## src/rtl/alu_pkg.sv

```systemverilog
// Shared types and sizing helpers for the SimpleALU datapath.
package alu_pkg;

    // Sequential divider control states.
    typedef enum logic [1:0] {
        IDLE = 2'd0,
        RUN  = 2'd1,
        DONE = 2'd2
    } div_state_t;

    // Default divider width and the iteration counter width that goes with it.
    localparam int unsigned DIV_WIDTH = 8;
    localparam int unsigned DIV_CNT_W = $clog2(DIV_WIDTH);

    // Counter width for an arbitrary divider width; never narrower than one bit.
    function automatic int unsigned cnt_width(input int unsigned w);
        return (w < 2) ? 1 : $clog2(w);
    endfunction

endpackage

```

## src/rtl/subtractor.sv

```systemverilog
// Unsigned subtractor: diff_o = a_i - b_i, sign_o flags a borrow (a_i < b_i).
module subtractor #(
    parameter int unsigned WIDTH = 9
) (
    input  logic [WIDTH-1:0] a_i,
    input  logic [WIDTH-1:0] b_i,
    output logic [WIDTH-1:0] diff_o,
    output logic             sign_o
);

    logic [WIDTH:0] w_full;

    // One extra bit catches the borrow out of the MSB.
    always_comb begin
        w_full = {1'b0, a_i} - {1'b0, b_i};
        diff_o = w_full[WIDTH-1:0];
        sign_o = w_full[WIDTH];
    end

endmodule

```

## src/rtl/seq_divider.sv

```systemverilog
// Multi-cycle unsigned restoring divider, one quotient bit per clock, with a
// start/busy/done handshake for the ALU DIV operation.
module seq_divider
    import alu_pkg::*;
#(
    parameter int unsigned WIDTH = 8
) (
    input  logic             clk_i,
    input  logic             rst_i,
    input  logic             start_i,
    input  logic [WIDTH-1:0] dividend_i,
    input  logic [WIDTH-1:0] divisor_i,
    output logic             busy_o,
    output logic             done_o,
    output logic [WIDTH-1:0] quotient_o,
    output logic [WIDTH-1:0] remainder_o,
    output logic             div_by_zero_o
);

    localparam int unsigned CNT_W = cnt_width(WIDTH);
    localparam logic [CNT_W-1:0] LAST_CNT = CNT_W'(WIDTH - 1);

    div_state_t       r_state;
    // Dividend bits shift out of the MSB while quotient bits shift in at the LSB,
    // so after WIDTH iterations this register holds the quotient.
    logic [WIDTH-1:0] r_shift;
    logic [WIDTH-1:0] r_divisor;
    logic [WIDTH-1:0] r_rem;
    logic [CNT_W-1:0] r_count;
    logic             r_busy;
    logic             r_done;
    logic [WIDTH-1:0] r_quotient;
    logic [WIDTH-1:0] r_remainder;
    logic             r_dbz;

    logic [WIDTH:0]   w_trial;
    logic [WIDTH:0]   w_sub_b;
    logic [WIDTH:0]   w_diff;
    logic             w_sign;
    logic             w_borrow;
    logic [WIDTH-1:0] w_next_rem;
    logic [WIDTH-1:0] w_next_shift;

    subtractor #(
        .WIDTH (WIDTH + 1)
    ) u_subtractor (
        .a_i    (w_trial),
        .b_i    (w_sub_b),
        .diff_o (w_diff),
        .sign_o (w_sign)
    );

    // Trial subtraction operands and the restore/keep decision for this iteration.
    always_comb begin
        w_trial      = {r_rem, r_shift[WIDTH-1]};
        w_sub_b      = {1'b0, r_divisor};
        // diff[WIDTH] is only ever set alongside a borrow, so folding it in is a no-op.
        w_borrow     = w_sign | w_diff[WIDTH];
        w_next_rem   = w_borrow ? w_trial[WIDTH-1:0] : w_diff[WIDTH-1:0];
        w_next_shift = {r_shift[WIDTH-2:0], ~w_borrow};
    end

    // Control FSM, datapath registers and registered outputs.
    always_ff @(posedge clk_i) begin
        if (rst_i) begin
            r_state     <= IDLE;
            r_shift     <= '0;
            r_divisor   <= '0;
            r_rem       <= '0;
            r_count     <= '0;
            r_busy      <= 1'b0;
            r_done      <= 1'b0;
            r_quotient  <= '0;
            r_remainder <= '0;
            r_dbz       <= 1'b0;
        end else begin
            unique case (r_state)
                IDLE: begin
                    r_done <= 1'b0;
                    if (start_i) begin
                        r_shift   <= dividend_i;
                        r_divisor <= divisor_i;
                        r_rem     <= '0;
                        r_count   <= '0;
                        r_busy    <= 1'b1;
                        if (divisor_i == '0) begin
                            // No iterations needed: results are final in the very next cycle.
                            r_state     <= DONE;
                            r_done      <= 1'b1;
                            r_quotient  <= '1;
                            r_remainder <= dividend_i;
                            r_dbz       <= 1'b1;
                        end else begin
                            r_state     <= RUN;
                            r_quotient  <= '0;
                            r_remainder <= '0;
                            r_dbz       <= 1'b0;
                        end
                    end
                end
                RUN: begin
                    r_shift <= w_next_shift;
                    r_rem   <= w_next_rem;
                    r_count <= r_count + 1'b1;
                    if (r_count == LAST_CNT) begin
                        r_state     <= DONE;
                        r_done      <= 1'b1;
                        r_quotient  <= w_next_shift;
                        r_remainder <= w_next_rem;
                    end
                end
                DONE: begin
                    r_state <= IDLE;
                    r_done  <= 1'b0;
                    r_busy  <= 1'b0;
                end
                default: begin
                    r_state <= IDLE;
                    r_done  <= 1'b0;
                    r_busy  <= 1'b0;
                end
            endcase
        end
    end

    // Outputs come straight from registers.
    always_comb begin
        busy_o        = r_busy;
        done_o        = r_done;
        quotient_o    = r_quotient;
        remainder_o   = r_remainder;
        div_by_zero_o = r_dbz;
    end

endmodule

```

## config.mk

```make
export PLATFORM = sky130hd
export DESIGN_NAME = seq_divider
export DESIGN_NICKNAME = d
export VERILOG_FILES = /design/src/rtl/alu_pkg.sv /design/src/rtl/subtractor.sv /design/src/rtl/seq_divider.sv
export SDC_FILE = /design/constraint.sdc
export NUM_CORES = 1
export LEC_CHECK = 0
export BUFFER_PORTS_ARGS = -buffer_cell sky130_fd_sc_hd__buf_2
export CORE_MARGIN = 4
export CORE_UTILIZATION = 55
export DETAILED_ROUTE_END_ITERATION = 8
export GPL_ROUTABILITY_DRIVEN = 1
export GPL_TIMING_DRIVEN = 0
export PLACE_DENSITY_LB_ADDON = 0.3
export SLEW_MARGIN = 0
export SYNTH_ARGS = -nofsm -noshare
export SYNTH_HDL_FRONTEND = slang
export SYNTH_HIERARCHICAL = 1
export SYNTH_SLANG_ARGS = --single-unit
```

## constraint.sdc

```tcl
create_clock -name clk_i -period 3.02 [get_ports clk_i]
set_input_delay 0.302 -clock clk_i [delete_from_list [all_inputs] [get_ports clk_i]]
set_output_delay 0.302 -clock clk_i [all_outputs]
set_load 0.005 [all_outputs]
```

==> results of run 1 <==
[cell type report]
class,instances,area (sq um),area share (%)
tap,50,62.6,2.26
clock buffer,5,68.8,2.48
sequential,48,961,34.7
multi-input combinational,197,1330,47.8
timing repair buffer,39,203,7.31
inverter,14,52.6,1.90
clock inverter,3,42.5,1.53
buffer,14,57.6,2.08
[timing repair]
| item | 4_1_cts | 5_1_grt |
|---|---|---|
| endpoints found under the setup margin | 4 | 12 |
| hold endpoints to repair | 0 | 0 |
| cloned | 0 | 1 |
| buffers inserted | 0 | 3 |
| resized for setup | 1 | 11 |
| pin swaps | 0 | 5 |
[state kept, by name, summed over array words and instances, names as in the netlist]
name / cells
done_o: 1
busy_o: 1
r_shift: 8
r_rem: 8
r_state: 2
remainder_o: 8
div_by_zero_o: 1
r_divisor: 8
quotient_o: 8
r_count: 3
[stage by stage]
step / cells / setup TNS [ns] / worst slack [ns] / cell area [sq um]
after CTS: 366 / 0 / 0.0153 / 2680
after global placement: 358 / -0.0412 / -0.0223 / 2570
after floorplan: 272 / 0 / 0.380 / 2320
final: 370 / 0 / 0.202 / 2770
after detailed placement: 358 / -0.0967 / -0.0635 / 2570
after global routing: 370 / 0 / 0.0185 / 2770
[worst paths after layout]
check	startpoint	to	slack (ns)	depth (start not counted)
max	r_shift[7]$_SDFFE_PP0P_	remainder_o[0]$_SDFFE_PP0P_	0.20	12
min	divisor_i[1]	r_divisor[1]$_SDFFE_PP0P_	0.23	3
max reg2reg	r_shift[7]$_SDFFE_PP0P_	remainder_o[0]$_SDFFE_PP0P_	0.20	12
min reg2reg	done_o$_SDFFE_PP0P_	done_o$_SDFFE_PP0P_	0.46	2
[routing by layer]
layer | GRT usage [%] | routed length (um) | part of all wire [%]
met1 | 29.8 | 2430 | 44
met5 | 0 | 0 | 0
met2 | 33.3 | 2570 | 47
met4 | 4.71 | 53 | 0.97
met3 | 5.92 | 416 | 7.6
[power groups by stage]
stage / Combinational, mW / Clock (mW) / Sequential, mW
after floorplan: 0.215 / 0 / 0.710
after global placement: 0.294 / 0 / 0.710
after detailed placement: 0.300 / 0 / 0.711
after CTS: 0.306 / 0.471 / 0.697
after global routing: 0.385 / 0.495 / 0.702
final: 0.346 / 0.474 / 0.697
[tightest hold or removal path: cells and delay by family]
kind | cells | cell delay [ns]
AO/OA/AOI/OAI | 1 | 0.05
buffers and inverters | 1 | 0.10
AND/OR/NAND/NOR | 1 | 0.05
[cell usage in the layout, fill, tap and decap left out, types with 2 or more instances in the layout]
master and n:
a211oi_1 2, a211oi_2 6, a21o_1 3, a21oi_1 20
a22oi_1 8, a22oi_2 5, a311oi_1 8, a31oi_1 8
buf_1 2, buf_2 40, buf_4 3, clkbuf_1 8
clkbuf_8 5, dfxtp_1 48, ha_1 11, inv_1 13
mux2_2 8, nand2_1 53, nand2b_1 2, nand3_1 2
nor2_1 32, nor2_4 2, o21ai_0 2, or4_4 2
xnor2_1 3, xor2_1 3
[kinds of logic after synthesis]
family / share of synthesized area, %
and+or+nand+nor: 18.2
DFF: 41.4
xor gates and xnor gates: 2.64
muxes: 3.88
other: 0.161
adders and majority gates: 6.79
buffers and inverters: 4.74
AOI/OAI and AO/OA: 22.2
[cell usage after synthesis]
cell type / instances
nand2_1: 53
dfxtp_1: 48
nor2_1: 32
a21oi_1: 21
a22oi_1: 13
inv_1: 13
ha_1: 11
a311oi_1: 8
a31oi_1: 8
clkbuf_1: 8
mux2_2: 8
a211oi_2: 6
buf_2: 4
xnor2_1: 4
a21o_1: 3
xor2_1: 3
a211oi_1: 2
buf_1: 2
nand2b_1: 2
nand3_1: 2
o21ai_0: 2
or4_4: 2
a21boi_0: 1
a311oi_2: 1
a41o_1: 1
and2_1: 1
conb_1: 1
fa_1: 1
inv_2: 1
nor2_2: 1
nor2b_1: 1
nor3_1: 1
nor3_4: 1
nor3b_2: 1
o21bai_1: 1
o22a_1: 1
o22ai_1: 1
o41ai_2: 1
or2_2: 1
==> results.ini, run 1 <==
[outcome]
status = finished, final reports clean

[sta]
hold_viol = 0
slew_headroom_pct = 58.5
setup_violations = 0
skew_ns = 0.00920
slew_violations = 0
finalHoldWorstSlack_ns = 0.235
fin_crit_sh_pct = 93.3
tightest_slew_ns = 0.619
fin_crit_ns = 2.82
max_freq_ghz = 0.355
rsz0062_at_grt = false

[cts]
cts-buffers-inserted = 5
hold_buffers = 0
clk_latency_ns = 0.31
tritoncts = yes
cts.clk_slew.worst_paths_ns = 0.10
root_buffer = clkbuf_8
numClockSinks = 48
h-tree-depth = 2
clockBufferDepth = 2

[critical_path]
startpoint_type = register
path_delay_family = compound AO/OA/AOI/OAI gates
cp_slowest_cell = mux2_2
critical_path.cell_chain = inv_1, ha_1, inv_2, fa_2, a21oi_2, o22ai_2, o41ai_4, xnor2_2, nor2_4, mux2_2, a22oi_2, a211oi_2
criticalPathCategory = register to register
critPathRequiredTime_ns = 3.20
critical_path_buf_inv_count = 2
crit_fanout = 5
critPathMaxStageDelay_ns = 0.38
cp-end-kind = register
cp.arrival_ns = 3.00

[final_layout]
nNetsFinal = 350
n_antenna_cell = 0
final_util_pct = 68.8
nFillCells = 332
area_growth_pct = 19.3
drive_gt1_share_pct = 26.3

[grt]
antenna_found_initial = 0
grt_max_degree = 16
grt_pass1_vias = 1945
grt_usage_pct = 21.5
grt_overflow = 0
grt_pass1_wl_um = 8970

[die]
fp-row-count = 23
core_area_sq_mm = 0.00403
dieArea_sq_mm = 0.00533
die_y_um = 73.0
start_util_pct = 57.7
fp.dieW_um = 73.0
io_pins = 38

[logic_synthesis]
avgSynthCellArea_sq_um = 8.54
syn-num-nets = 303
yosysWarnings = 6
syn_inst = 272
synth_area_sq_mm = 0.00232
synth-seq-cells = 48
synth_area_leaders = dfxtp_1 (41%), nand2_1 (8.6%), ha_1 (5.9%)
yosys.area.top_type = dfxtp_1
synth_top_area_share_pct = 41.4
synth_cell_types = 39
ys_seq_area_share_pct = 41.4

[job]
drv_cap = 0

[power]
p_per_area_mw_per_mm2 = 547
p_seq_share_pct = 45.9
cellLeakagePower_nw = 1.14
netSwitchingFraction_pct = 29.5
cell_internal_pwr_mw = 1.07
pwr-share-comb_pct = 22.8
p_switching_mw = 0.448
vdd_drop_max_v = 0.000348
p_clk_share_pct = 31.3
p_total_mw = 1.52

[detailed_routing]
drt_pass1_iterations = 4
antenna_left = 0
drt_iter0_drc = 142
drc = 0
vias = 2051
detail_route.wl_per_cell_um = 14.8
wl_um = 5470
drt-vias-per-instance = 5.54

[hold_path]
hold_path_class = input pin to register

[place]
dp_hpwl_um = 3940
gp_congestion = 0.793
port_buffers = 36

(Power assumes the default switching activity.)
==> run 2: changes to the inputs <==
--- a/config.mk
+++ b/config.mk
@@ -12,6 +12,7 @@
 export GPL_ROUTABILITY_DRIVEN = 1
 export GPL_TIMING_DRIVEN = 0
 export PLACE_DENSITY_LB_ADDON = 0.3
+export REMOVE_ABC_BUFFERS = 1
 export SLEW_MARGIN = 0
 export SYNTH_ARGS = -nofsm -noshare
 export SYNTH_HDL_FRONTEND = slang
==> run 2 against run 1 <==
Count of clock-buffer cells in the layout stayed put. Largest power group unchanged. Sequential power hardly changed. Highest routed layer unchanged. Via count is 3.6% lower. First-iteration DRC count is 51% lower. Critical path type unchanged. Register-to-register slack worse by 0.07 ns. Global-route usage is 1.7 points lower. Final cell count is 2.7% lower. Total power is 1.2% lower.
==> results.ini, run 2 (synthesis results as in run 1) <==
[sta]
fin_crit_ns = 2.89  ; +0.0671 ns
hold_viol = 0  ; unchanged
skew_ns = 0.00704  ; -0.00216 ns
fin_crit_sh_pct = 95.5  ; +2.2 points
tightest_slew_ns = 1.19  ; +0.575 ns
finalHoldWorstSlack_ns = 0.237  ; +0.00276 ns
slew_headroom_pct = 20.1  ; -38 points
tns_ns = 0  ; unchanged
setup_violations = 0  ; unchanged
max_freq_ghz = 0.347  ; -2.3%
slew_violations = 0  ; unchanged

[die]
io_pins = 38  ; unchanged
start_util_pct = 57.7  ; unchanged
dieArea_sq_mm = 0.00533  ; unchanged
die_y_um = 73.0  ; unchanged
fp.dieW_um = 73.0  ; unchanged
core_area_sq_mm = 0.00403  ; unchanged
fp-row-count = 23  ; unchanged

[cts]
clockBufferDepth = 2  ; unchanged
cts.clk_slew.worst_paths_ns = 0.09  ; about the same
clk_latency_ns = 0.31  ; about the same
cts-buffers-inserted = 5  ; unchanged
numClockSinks = 48  ; unchanged
hold_buffers = 0  ; unchanged
root_buffer = clkbuf_8
h-tree-depth = 2  ; unchanged
tritoncts = yes

[detailed_routing]
wl_um = 5020  ; -8.2%
drt_pass1_iterations = 4  ; unchanged
detail_route.wl_per_cell_um = 14.0  ; -5.7%
vias = 1977  ; -3.6%
drt-vias-per-instance = 5.49  ; -0.93%
drt_iter0_drc = 69  ; -51%
drc = 0  ; unchanged
antenna_left = 0  ; unchanged

[final_layout]
n_antenna_cell = 0  ; unchanged
final_common_cell = nand2_1
nNetsFinal = 340  ; -2.9%
drive_gt1_share_pct = 26.1  ; -0.12 points
area_growth_pct = 17.8
mostFrequentLayoutCells = nand2_1 (53), dfxtp_1 (48), buf_2 (37), nor2_1 (32), a21oi_1 (19)
nFillCells = 359  ; +8.1%

[critical_path]
cp-end-kind = register
cp_slowest_cell = fa_1
crit_path_frequent_cell = buf_4
cp.arrival_ns = 3.05  ; +0.05 ns
startpoint_type = register
critPathMaxStageDelay_ns = 0.40  ; +0.02 ns
crit_fanout = 4  ; -1
criticalPathCategory = register to register
critPathRequiredTime_ns = 3.18  ; -0.02 ns
critical_path.cell_chain = inv_1, ha_1, inv_2, fa_1, a21oi_2, o22ai_2, o41ai_4, xnor2_2, nor2_2, buf_4, buf_4, mux2_2, nand2_1, a311oi_2

[place]
gp_congestion = 0.812  ; +2.5%
dp_hpwl_um = 3540  ; -10%
port_buffers = 37  ; +2.8%

[grt]
antenna_found_initial = 0  ; unchanged
grt_usage_pct = 19.8  ; -1.7 points
grt_pass1_vias = 1840  ; -5.4%
grt_pass1_wl_um = 8290  ; -7.6%
grt_overflow = 0  ; unchanged
grt_max_degree = 49  ; +33

[power]
p_total_mw = 1.50  ; -1.2%
cellLeakagePower_nw = 1.13  ; -0.44%
p_per_area_mw_per_mm2 = 547  ; about the same
vdd_drop_max_v = 0.000422  ; +21%

[hold_path]
hold_path_class = input pin to register

[job]
drv_cap = 0  ; unchanged

[outcome]
status = finished, final reports clean

==> run 2: changes by cell type in the layout (fill, tap and decap cells not counted), sizes merged <==
cell	before	now
buf	45	43
clkbuf	13	5
==> run 2: area by class of cell <==
cell class | count | area, sq um | share of cell area [%]
clock buffers | 5 | 68.8 | 2.51
inverters | 14 | 52.6 | 1.92
repair buffers | 43 | 245 | 8.96
clock inverters | 3 | 42.5 | 1.55
multi-input cells | 197 | 1300 | 47.6
well taps | 50 | 62.6 | 2.29
flip-flops and latches | 48 | 961 | 35.1
==> run 2: worst paths after layout <==
check / endpoint / cells after the start / start / slack, ns
worst max register to register: remainder_o[7]$_SDFFE_PP0P_ / 14 / r_shift[7]$_SDFFE_PP0P_ / 0.13
worst min-delay path: r_divisor[2]$_SDFFE_PP0P_ / 3 / divisor_i[2] / 0.24
worst max-delay path: remainder_o[7]$_SDFFE_PP0P_ / 14 / r_shift[7]$_SDFFE_PP0P_ / 0.13
worst min register to register: r_divisor[3]$_SDFFE_PP0P_ / 2 / r_divisor[3]$_SDFFE_PP0P_ / 0.46
==> run 2: layer usage <==
metal / part of all wire (%) / global-route usage, %
met1: 47 / 25.6
met2: 47 / 32.2
met3: 4.2 / 5.65
met4: 1.5 / 5.53
met5: 0 / 0
==> run 2: where the power goes <==
group	switching [mW]	internal, mW	leakage [nW]
sequential	0.0220	0.674	0.393
clock	0.217	0.245	0.0541
combinational	0.189	0.151	0.687
==> run 2: timing repair <==
item                                    in CTS  in global routing
endpoints found under the hold margin        0                  0
endpoints found under the setup margin      11                 12
gates resized for setup                      1                  5
pin swaps                                    0                  6
cloned                                       0                  1
setup buffers                                0                  4
==> run 2: worst max-delay path: cells and delay by family (launching register included) <==
kind                     cells  cell delay, ns
multiplexers                 1            0.32
flip-flops                   1            0.33
adder cells (fa/ha/maj)      2            0.55
AO/OA/AOI/OAI                4            0.77
buffers and inverters        4            0.35
XOR/XNOR                     1            0.16
AND/OR/NAND/NOR              2            0.24
==> run 2: metrics by stage <==
step	cell area (sq um)	setup WS, ns	utilization, %	cells
global placement	2510	-0.390	62.4	345
CTS	2670	0.0119	66.2	355
detailed placement	2550	-0.0958	63.3	347
floorplan	2270	0.311	-	258
finish	2740	0.135	67.9	360
global route	2740	-0.00503	67.9	360
